## src/rtl/arbitro_vc_sched.sv

```systemverilog
// Two-VC to two-destination scheduler: weighted VC0 priority with VC1 anti-starvation,
// almost-full back-pressure through a STALL state, and one-cycle pop-to-push routing.
module arbitro_vc_sched #(
  parameter int DATA_W      = 6,
  parameter int VC0_WEIGHT  = 3,
  parameter int RESUME_WAIT = 2
) (
  input  logic              clk,
  input  logic              reset,
  input  logic              VC0_empty,
  input  logic              VC1_empty,
  input  logic [DATA_W-1:0] VC0_data,
  input  logic [DATA_W-1:0] VC1_data,
  input  logic              D0_almost_full,
  input  logic              D1_almost_full,
  input  logic              D0_full,
  input  logic              D1_full,
  output logic              VC0_pop,
  output logic              VC1_pop,
  output logic              D0_push,
  output logic              D1_push,
  output logic [DATA_W-1:0] data_out,
  output logic [1:0]        state,
  output logic              err_overflow
);

  localparam int WCNT_W = (VC0_WEIGHT < 1) ? 1 : $clog2(VC0_WEIGHT + 1);
  localparam int RCNT_W = (RESUME_WAIT < 1) ? 1 : $clog2(RESUME_WAIT + 1);
  localparam logic [WCNT_W-1:0] W_MAX  = WCNT_W'(VC0_WEIGHT);
  localparam logic [RCNT_W-1:0] R_WAIT = RCNT_W'(RESUME_WAIT);

  typedef enum logic [1:0] {
    IDLE  = 2'd0,
    SERVE = 2'd1,
    STALL = 2'd2
  } state_t;

  state_t            r_state;
  state_t            w_state_next;
  logic [WCNT_W-1:0] r_wcnt;
  logic [WCNT_W-1:0] w_wcnt_next;
  logic [RCNT_W-1:0] r_rcnt;
  logic [RCNT_W-1:0] w_rcnt_next;
  logic [RCNT_W-1:0] w_rcnt_inc;
  logic              r_pd0;
  logic              r_pd1;
  logic              r_err;

  logic              w_any_af;
  logic              w_pop_en;
  logic              w_grant0;
  logic              w_grant1;
  logic              w_valid;
  logic              w_to_d1;
  logic [1:0]        w_full;
  logic [1:0]        w_sel;
  logic [1:0]        w_push;
  logic [1:0]        w_ovf;

  assign w_any_af = D0_almost_full | D1_almost_full | D0_full | D1_full;
  assign w_pop_en = ~reset & (r_state != STALL) & ~w_any_af;

  // VC1 wins only once VC0 has used its weight, and wcnt clears on that grant
  assign w_grant0 = ~VC0_empty & (VC1_empty | (r_wcnt < W_MAX));
  assign w_grant1 = ~w_grant0 & ~VC1_empty;
  assign VC0_pop  = w_pop_en & w_grant0;
  assign VC1_pop  = w_pop_en & w_grant1;

  always_comb begin
    w_wcnt_next = r_wcnt;
    if (VC0_pop) begin
      if (r_wcnt != W_MAX) w_wcnt_next = r_wcnt + 1'b1;
    end else if (VC1_pop) begin
      w_wcnt_next = '0;
    end
  end

  assign w_rcnt_inc = r_rcnt + 1'b1;

  always_comb begin
    w_state_next = r_state;
    w_rcnt_next  = '0;
    if (w_any_af) begin
      w_state_next = STALL;
    end else if (r_state == STALL) begin
      if (w_rcnt_inc >= R_WAIT) begin
        w_state_next = IDLE;
      end else begin
        w_rcnt_next = w_rcnt_inc;
      end
    end else if (~VC0_empty | ~VC1_empty) begin
      w_state_next = SERVE;
    end else begin
      w_state_next = IDLE;
    end
  end

  // Source data arrives the cycle after the pop, selected by the registered pop flags
  assign w_valid  = r_pd0 | r_pd1;
  assign data_out = r_pd0 ? VC0_data : (r_pd1 ? VC1_data : '0);
  assign w_to_d1  = data_out[DATA_W-1];
  assign w_full   = {D1_full, D0_full};

  for (genvar gi = 0; gi < 2; gi++) begin : g_dest
    assign w_sel[gi]  = w_valid & (w_to_d1 == (gi == 1));
    assign w_push[gi] = ~reset & w_sel[gi] & ~w_full[gi];
    assign w_ovf[gi]  = w_sel[gi] & w_full[gi];
  end

  assign D0_push      = w_push[0];
  assign D1_push      = w_push[1];
  assign state        = r_state;
  assign err_overflow = r_err;

  always_ff @(posedge clk) begin
    if (reset) begin
      r_state <= IDLE;
      r_wcnt  <= '0;
      r_rcnt  <= '0;
      r_pd0   <= 1'b0;
      r_pd1   <= 1'b0;
      r_err   <= 1'b0;
    end else begin
      r_state <= w_state_next;
      r_wcnt  <= w_wcnt_next;
      r_rcnt  <= w_rcnt_next;
      r_pd0   <= VC0_pop;
      r_pd1   <= VC1_pop;
      r_err   <= r_err | (|w_ovf);
    end
  end

endmodule

```

## config.mk

```make
export PLATFORM = sky130hd
export DESIGN_NAME = arbitro_vc_sched
export DESIGN_NICKNAME = d
export VERILOG_FILES = /design/src/rtl/arbitro_vc_sched.sv
export SDC_FILE = /design/constraint.sdc
export NUM_CORES = 1
export LEC_CHECK = 0
export BUFFER_PORTS_ARGS = -buffer_cell sky130_fd_sc_hd__buf_2
export CORE_AREA = 2 2 39 41
export CTS_CLUSTER_DIAMETER = 200
export DETAILED_ROUTE_END_ITERATION = 8
export DIE_AREA = 0 0 41 43
export GPL_ROUTABILITY_DRIVEN = 1
export GPL_TIMING_DRIVEN = 0
export PLACE_DENSITY = 0.71
export SLEW_MARGIN = 20
export SYNTH_ARGS = -nofsm -noshare
export SYNTH_HDL_FRONTEND = slang
export SYNTH_SLANG_ARGS = --single-unit
```

## constraint.sdc

```tcl
create_clock -name clk -period 1.7 [get_ports clk]
set_input_delay 0.34 -clock clk [delete_from_list [all_inputs] [get_ports clk]]
set_output_delay 0.34 -clock clk [all_outputs]
set_load 0.005 [all_outputs]
```

# After elaboration in Yosys (flattened, before gate mapping)

Index checks and enable logic that the tools add are counted.

Add/subtract/negate cells: 2
$lt $le $gt $ge: 2
Equality and inequality tests: 6
Muxes and demuxes: 9
Bitwise logic cells: 30
Reductions and logical operators: 5

Operators with widths:

| cell                | number |
|---|---|
| $and 1x1->1         | 14 |
| $mux 2              | 6 |
| $mux 6              | 2 |
| $not 1->1           | 9 |
| $or 1x1->1          | 7 |
| $add 2x1->2 const B | 2 |
| $ne 2x1->1 const B  | 2 |
| $ne 2x2->1 const B  | 2 |
| $reduce_or 2->1     | 2 |
| $reduce_or 4->1     | 1 |
| $ne 3x2->1 const B  | 1 |
| $eq 2x2->1 const B  | 1 |
| $ge 2x2->1 const B  | 1 |
| $lt 2x2->1 const B  | 1 |
| $reduce_and 2->1    | 1 |
| $reduce_bool 2->1   | 1 |
| $mux 1              | 1 |

Register bits: 9
Input bits: 20
Output and inout port bits: 13
Word-level logic and storage cells: 61

# Logic depth before layout (Yosys ltp)

Gate-level depths: netlist of the first run.

Depth after elaboration: 8
Depth in mapped cells: 4
Mapped depth without buffers: 4

# Worst setup path before layout of the first run

OpenSTA, ideal clock, no wires.

Path kind: input port to output port
From: in D1_almost_full
To: out VC0_pop
Arrival time: 1060 ps
Required time: 1360 ps
Setup slack: 300 ps
Stages on the path: 3
Buffers on the path: 0
Cells stage by stage: nor3_1 > nand3_1 > nor3_1

Cells in the longest elaborated chain, start to end: 6

Ends and longest elaborated chain:

| item                     | RTL line | source |
|---|---|---|
| start: declaration       | 15       | `input logic D1_almost_full,` |
| $or 1x1->1 (3 in series) | 60       | `assign w_any_af = D0_almost_full \| D1_almost_full \| D0_full \| D1_full;` |
| $not 1->1                | 61       | `assign w_pop_en = ~reset & (r_state != STALL) & ~w_any_af;` |
| $and 1x1->1              | 61       |  |
| $and 1x1->1              | 66       | `assign VC0_pop = w_pop_en & w_grant0;` |
| end: declaration         | 18       | `output logic VC0_pop,` |

No other way between the ends.

# Worst setup path in the final report of the first run

From: reg r_pd0
To: out D1_push

Cells in the longest elaborated chain, start to end: 4
Elaborated cells on any way between the ends: 5
Classes of those cells: 1 x mux; 4 x bitwise

Ends and longest elaborated chain:

| item                                        | RTL line | source |
|---|---|---|
| start: declaration                          | 45       | `logic r_pd0;` |
| start signal: assignment                    | 127      | `r_pd0 <= VC0_pop;` |
| $or 1x1->1 / $mux 6 (equally long branches) | 99, 100  |  |
| $and 1x1->1 (*)                             | 105      | `assign w_sel[gi] = w_valid & (w_to_d1 == (gi == 1));` |
| $and 1x1->1 (*) (2 in series)               | 106      | `assign w_push[gi] = ~reset & w_sel[gi] & ~w_full[gi];` |
| end: declaration                            | 21       | `output logic D1_push,` |

Mark *: on every way between the ends. The rest lies on a longest branch, timed or not.

==> impl_metrics.env, run 1 <==
export IMPL_cts_buffer_depth=2
export IMPL_antenna_cells=0
export IMPL_antenna_left=0
export IMPL_netlist_instances=56
export IMPL_synth_top_cell_by_area="dfxtp_1"
export IMPL_rsz0062_at_grt="yes"
export IMPL_ys_warn_count=0
export IMPL_final_nets=114
export IMPL_fin_setup_tns_ps=0
export IMPL_clk_pin_slew_ps=70
export IMPL_avgSynthCellArea_sq_um=8.580
export IMPL_cap_violations=0
export IMPL_syn_num_nets=77
export IMPL_vias=530
export IMPL_final_area_sq_um=706.9
export IMPL_drive_gt1_share_pct=46.74
export IMPL_fin_crit_sh_pct=96.35
export IMPL_dieArea_sq_um=1763
export IMPL_drt_first_pass_iters=4
export IMPL_syn_area_sq_um=480.5
export IMPL_boundaryPins=33
export IMPL_cts_tree="done"
export IMPL_synth_edff_count=0
export IMPL_grt_pass1_wl_um=1600
export IMPL_maxSlewViolCount=0
export IMPL_rows=14
export IMPL_dp_hpwl_um=937.2
export IMPL_setup_violations_final=0
export IMPL_hold_depth=2
export IMPL_cp_required_ps=1360
export IMPL_clock_sinks=9
export IMPL_final_cell_mix="buf_2 (32), dfxtp_1 (8), o21ai_0 (5)"
export IMPL_status="completed"
export IMPL_placed_cell_area_sq_um=660.6
export IMPL_grtUsageTotal_pct=13.29
export IMPL_area_growth_pct=47.14
export IMPL_synth_top_area_share_pct=37.50
export IMPL_totalPowerFinal_w=0.0004351
export IMPL_grt_overflow=0
export IMPL_die_y_um=43
export IMPL_avgViaCountPerCell=4.907
export IMPL_worst_ep_arrival_time_ps=1300
export IMPL_grt_max_degree=11
export IMPL_powerDensity_nw_per_um2=615.4
export IMPL_cts_buffers=3
export IMPL_synth_area_leaders="dfxtp_1 (38%), a22o_1 (7.3%), nor3_1 (5.2%), o21ai_0 (5.2%), mux2i_1 (4.2%)"
export IMPL_coreArea_sq_um=1384
export IMPL_wire_per_inst_um=10.69
export IMPL_fmax_mhz=610.5
export IMPL_crit_path_end_kind="primary output"
export IMPL_layout_commonest_cell="buf_2"
export IMPL_ys_flop_type="dfxtp_1"
export IMPL_fillers=139
export IMPL_fp_dieW_um=41
export IMPL_synth_cell_types=28
export IMPL_critPathKind="register to primary output"
export IMPL_antenna_found_initial=0
export IMPL_clock_latency_ps=260
export IMPL_ys_seq_area_share_pct=37.50
export IMPL_postCtsSetupBuffers=0
export IMPL_gp_routability_congestion=0.6945
export IMPL_cp_max_fo=10
export IMPL_ff2ff_path_depth=4
export IMPL_grt_pass1_vias=428
export IMPL_ys_ff_latch=9
export IMPL_ir_worst_vdd_mv=0.3268
export IMPL_clockRootBuffer="clkbuf_4"
export IMPL_finClkSkew_ps=6.341
export IMPL_start_util_pct=34.72
export IMPL_min_period_ps=1638
export IMPL_async_flop_share_pct=0
export IMPL_startpoint_type="register"
export IMPL_cts_max_level=1
export IMPL_leakage_nw=0.3576
export IMPL_drc=0
export IMPL_io_buffers=32
export IMPL_wirelength_um=1154
export IMPL_hold_violations=0
export IMPL_drt_iter0_drc=3
export IMPL_holdCritPathClass="input port to register"
## metrics by stage
stage	worst slack (ps)	cells	hold WS (ps)	util (%)
after global placement	-26.49	104	422.0	47.74
final	62.01	108	318.9	51.09
after global routing	-3.647	108	311.8	51.09
after detailed placement	-71.80	104	435.9	47.74
after floorplan	300.1	56	409.4	-
after CTS	1.550	108	310.0	50.18
## synth_stat cells, types with 2 or more instances
cell type  count
nand2b_1       3
a22o_1         4
mux2i_1        2
nor2_1         3
and2_1         2
nor2b_1        2
o21ai_0        5
nor3_1         5
dfxtp_1        9
nand2_1        3
## logic make-up (layout without fill, tap and decap cells)
group	count (synthesis)	after routing	synth area share, %
other	1	1	0.7805
multiplexers	2	2	4.167
AND/OR/NAND/NOR	27	27	32.81
AO/OA/AOI/OAI	13	13	18.49
XOR/XNOR	1	1	1.823
adder cells (fa/ha/maj)	1	1	2.604
flip-flops	9	9	37.50
buffers and inverters	2	38	1.821
## cell type report
cell class	count	area [sq um]	area share, %
multi-input combinational	45	304.0	43.01
clock buffer	4	26.28	3.717
tap	16	20.02	2.832
buffer	1	11.26	1.593
sequential	9	181.4	25.66
inverter	1	3.754	0.5310
timing repair buffer	32	160.2	22.65
## worst max-delay path: stages (launching register included)
cell	delay, ps
dfxtp_2	320
buf_6	130
and2_4	130
or2_1	200
and2_1	150
buf_2	120
## report_power, final
group / switching, W / internal (W) / leakage (nW)
registers: 0.00000236 / 0.000215 / 0.0738
logic: 0.0000235 / 0.0000258 / 0.269
clock network: 0.0000782 / 0.0000906 / 0.0150
## final timing paths
check,start,endpoint,slack (ps)
worst max register to register,r_wcnt[0],r_wcnt[1],320
worst min register to register,r_rcnt[0],r_rcnt[0],440
worst max-delay path,r_pd0,D1_push,60
worst min-delay path,reset,err_overflow,320
## per-layer routing
metal	GRT usage (%)	vias up	wire length [um]
met5	0	-	0
met4	4.000	0	0
met3	6.806	0	98
met2	23.44	19	552
met1	12.34	235	504
li1	-	276	-
## timing repair
| action | in CTS | in global routing |
|---|---|---|
| hold buffers | 0 | 0 |
| endpoints found under the setup margin | 3 | 3 |
| pin swaps | 0 | 1 |
| resized for setup | 2 | 4 |
## flip-flops by register name, indices dropped and copies added (netlist names)
signal        count
err_overflow      1
r_wcnt            2
r_pd1             1
state             2
r_rcnt            2
r_pd0             1
Note: power is estimated with default switching activity, not from simulation.
==> run 2, diff against run 1 <==
--- a/config.mk
+++ b/config.mk
@@ -5,14 +5,14 @@
 export SDC_FILE = /design/constraint.sdc
 export NUM_CORES = 1
 export LEC_CHECK = 0
+export ABC_AREA = 1
 export BUFFER_PORTS_ARGS = -buffer_cell sky130_fd_sc_hd__buf_2
-export CORE_AREA = 2 2 39 41
+export CORE_UTILIZATION = 41
 export CTS_CLUSTER_DIAMETER = 200
 export DETAILED_ROUTE_END_ITERATION = 8
-export DIE_AREA = 0 0 41 43
 export GPL_ROUTABILITY_DRIVEN = 1
 export GPL_TIMING_DRIVEN = 0
-export PLACE_DENSITY = 0.71
+export PLACE_DENSITY = 0.75
 export SLEW_MARGIN = 20
 export SYNTH_ARGS = -nofsm -noshare
 export SYNTH_HDL_FRONTEND = slang
==> run 2 against run 1 <==
Effect of this change: critical path depth is 3 higher; synthesized cell count is 25% higher; non-clock buffer count is 4 higher; critical endpoint is now VC1_pop; routed wire length is 15% higher; hold slack better by 9.2 ps.
==> impl_metrics.env, run 2 <==
export IMPL_netlist_instances=70
export IMPL_async_flop_share_pct=0
export IMPL_grt_overflow=0
export IMPL_dieArea_sq_um=1557
export IMPL_coreArea_sq_um=1301
export IMPL_synth_top_cell_by_area="dfxtp_1"
export IMPL_layout_commonest_cell="buf_2"
export IMPL_ys_flop_type="dfxtp_1"
export IMPL_synth_compound_area_share_pct=13.04
export IMPL_clockRootBuffer="clkbuf_4"
export IMPL_ys_warn_count=0
export IMPL_drt_iter0_drc=7
export IMPL_min_period_ps=1654
export IMPL_cts_buffers=3
export IMPL_wire_per_inst_um=10.66
export IMPL_syn_area_sq_um=575.6
export IMPL_grt_pass1_vias=481
export IMPL_worst_ep_arrival_time_ps=1310
export IMPL_cp_max_fo=3
export IMPL_stdcell_count=125
export IMPL_cap_violations=0
export IMPL_holdCritPathClass="input port to register"
export IMPL_ys_ff_latch=9
export IMPL_vias=589
export IMPL_startpoint_type="register"
export IMPL_fin_crit_sh_pct=97.28
export IMPL_synth_area_leaders="dfxtp_1 (31%), nor2_4 (7.8%), a22o_1 (7.6%), nor2_8 (7.0%), nand3_1 (5.2%)"
export IMPL_fp_dieW_um=39.47
export IMPL_grtUsageTotal_pct=17.47
export IMPL_antenna_left=0
export IMPL_grt_max_degree=9
export IMPL_synth_top_area_share_pct=31.30
export IMPL_layout_setup_ws_ps=46.26
export IMPL_drt_first_pass_iters=3
export IMPL_gp_routability_congestion=0.7512
export IMPL_critPathKind="register to primary output"
export IMPL_antenna_found_initial=0
export IMPL_cts_max_level=1
export IMPL_cp_required_ps=1360
export IMPL_boundaryPins=33
export IMPL_cts_hold_buf=0
export IMPL_cts_tree="done"
export IMPL_synth_cell_types=22
export IMPL_setup_violations_final=0
export IMPL_final_nets=132
export IMPL_syn_num_nets=91
export IMPL_status="completed"
export IMPL_ff2ff_path_depth=11
export IMPL_synth_edff_count=0
export IMPL_drc=0
export IMPL_fillers=123
export IMPL_grt_pass1_wl_um=1794
export IMPL_synthAdderAreaFrac_pct=2.174
export IMPL_dp_slack_ps=145.2
export IMPL_io_buffers=32
export IMPL_ir_worst_vdd_mv=0.4613
export IMPL_clock_sinks=9
export IMPL_synth_most_common_cell="dfxtp_1"
export IMPL_synth_common_cells="dfxtp_1 (9), inv_1 (8), nand2_1 (8), nand3_1 (6)"
export IMPL_avgSynthCellArea_sq_um=8.222
export IMPL_final_cell_mix="buf_2 (32), nand2_1 (7)"
export IMPL_fmax_mhz=604.7
export IMPL_placed_cells=117
export IMPL_hold_depth=2
export IMPL_synth_mux_area_share_pct=0
export IMPL_clk_pin_slew_ps=60
export IMPL_drive_gt1_share_pct=62.73
export IMPL_area_growth_pct=48.91
export IMPL_finClkSkew_ps=2.508
export IMPL_leakage_nw=0.4717
export IMPL_wirelength_um=1332
export IMPL_reg2reg_slack_ps=320
export IMPL_synthSimpleGateAreaFrac_pct=43.04
export IMPL_hold_violations=0
export IMPL_die_y_um=39.47
export IMPL_powerDensity_nw_per_um2=517.5
export IMPL_crit_path_end_kind="primary output"
export IMPL_start_util_pct=44.23
export IMPL_ys_seq_area_share_pct=31.30
export IMPL_rsz0062_at_grt="yes"
export IMPL_avgViaCountPerCell=4.712
export IMPL_dp_hpwl_um=968.5
export IMPL_maxSlewViolCount=0
export IMPL_cts_buffer_depth=2
export IMPL_synthXorXnorAreaFrac_pct=0
export IMPL_rows=13
export IMPL_antenna_cells=0
export IMPL_synth_top_family_by_area="simple AND/OR/NAND/NOR gates"
export IMPL_clock_latency_ps=250
run 2: changes by cell type in the layout (fill, tap and decap cells not counted), moves of 5 or more:
cell     delta
nor2_4      +5
nand3_1     +6
inv_2       +6
inv_1       +5
run 2: final cells by class:
class,instances,area (sq um),share of cell area (%)
Multi-Input combinational cell,47,375.4,43.80
Timing Repair Buffer,37,201.4,23.50
Sequential cell,9,183.9,21.46
Inverter,13,51.30,5.985
Clock buffer,4,26.28,3.066
Tap cell,15,18.77,2.190
run 2: routing by layer:
metal  routed length [um]  GRT usage (%)  vias to the layer above  part of all wire, %
met5                    0              0                        -                    0
met4                    0          7.759                        0                    0
met3                  130          3.409                        0                  9.8
met2                  709          33.61                       27                   53
met1                  492          17.53                      255                   37
li1                     -              -                      307                    -
run 2: logic make-up after synthesis:
kind of cell | count (synthesis)
adders and majority gates | 1
DFF | 9
buffers and inverters | 14
other | 1
AOI/OAI and AO/OA | 11
and+or+nand+nor | 34
run 2: path summary, 6_finish.rpt:
kind,startpoint,end
max,r_wcnt[1],VC1_pop
max reg2reg,r_wcnt[1],r_wcnt[0]
min reg2reg,r_rcnt[0],r_rcnt[0]
min,reset,state[1]
run 2: critical path, cell delays in order, from the launching register on:
cell and delay (ps):
dfxtp_2 350, ha_4 140, inv_4 40, nor2_4 150, nor2_8 70, nor2_4 120, nand2_4 60, inv_2 40
buf_2 90
run 2: repair_timing:
action                                  CTS  global route
endpoints found under the setup margin    2             4
setup buffers                             1             4
pin swaps                                 2             7
resized for setup                         2            12
run 2: per-stage QoR:
stage          hold WS [ps]  TNS (ps)  utilization, %  cell area [sq um]  total power [W]
2_1_floorplan         409.1         0               -              575.6        0.0002483
5_1_grt               328.7    -21.14           65.87              857.1        0.0004714
6_report              328.1         0           65.87              857.1        0.0004435
3_3_place_gp          424.1         0           57.98              754.5        0.0002828
3_5_place_dp          432.2         0           57.98              754.5        0.0002841
4_1_cts               315.8         0           61.35              798.3        0.0004455
run 2: report_power, final:
| part | leakage, nW | switching, W | internal, W |
|---|---|---|---|
| registers | 0.0748 | 0.00000232 | 0.000215 |
| logic | 0.382 | 0.0000374 | 0.0000302 |
| clock network | 0.0150 | 0.0000683 | 0.0000901 |
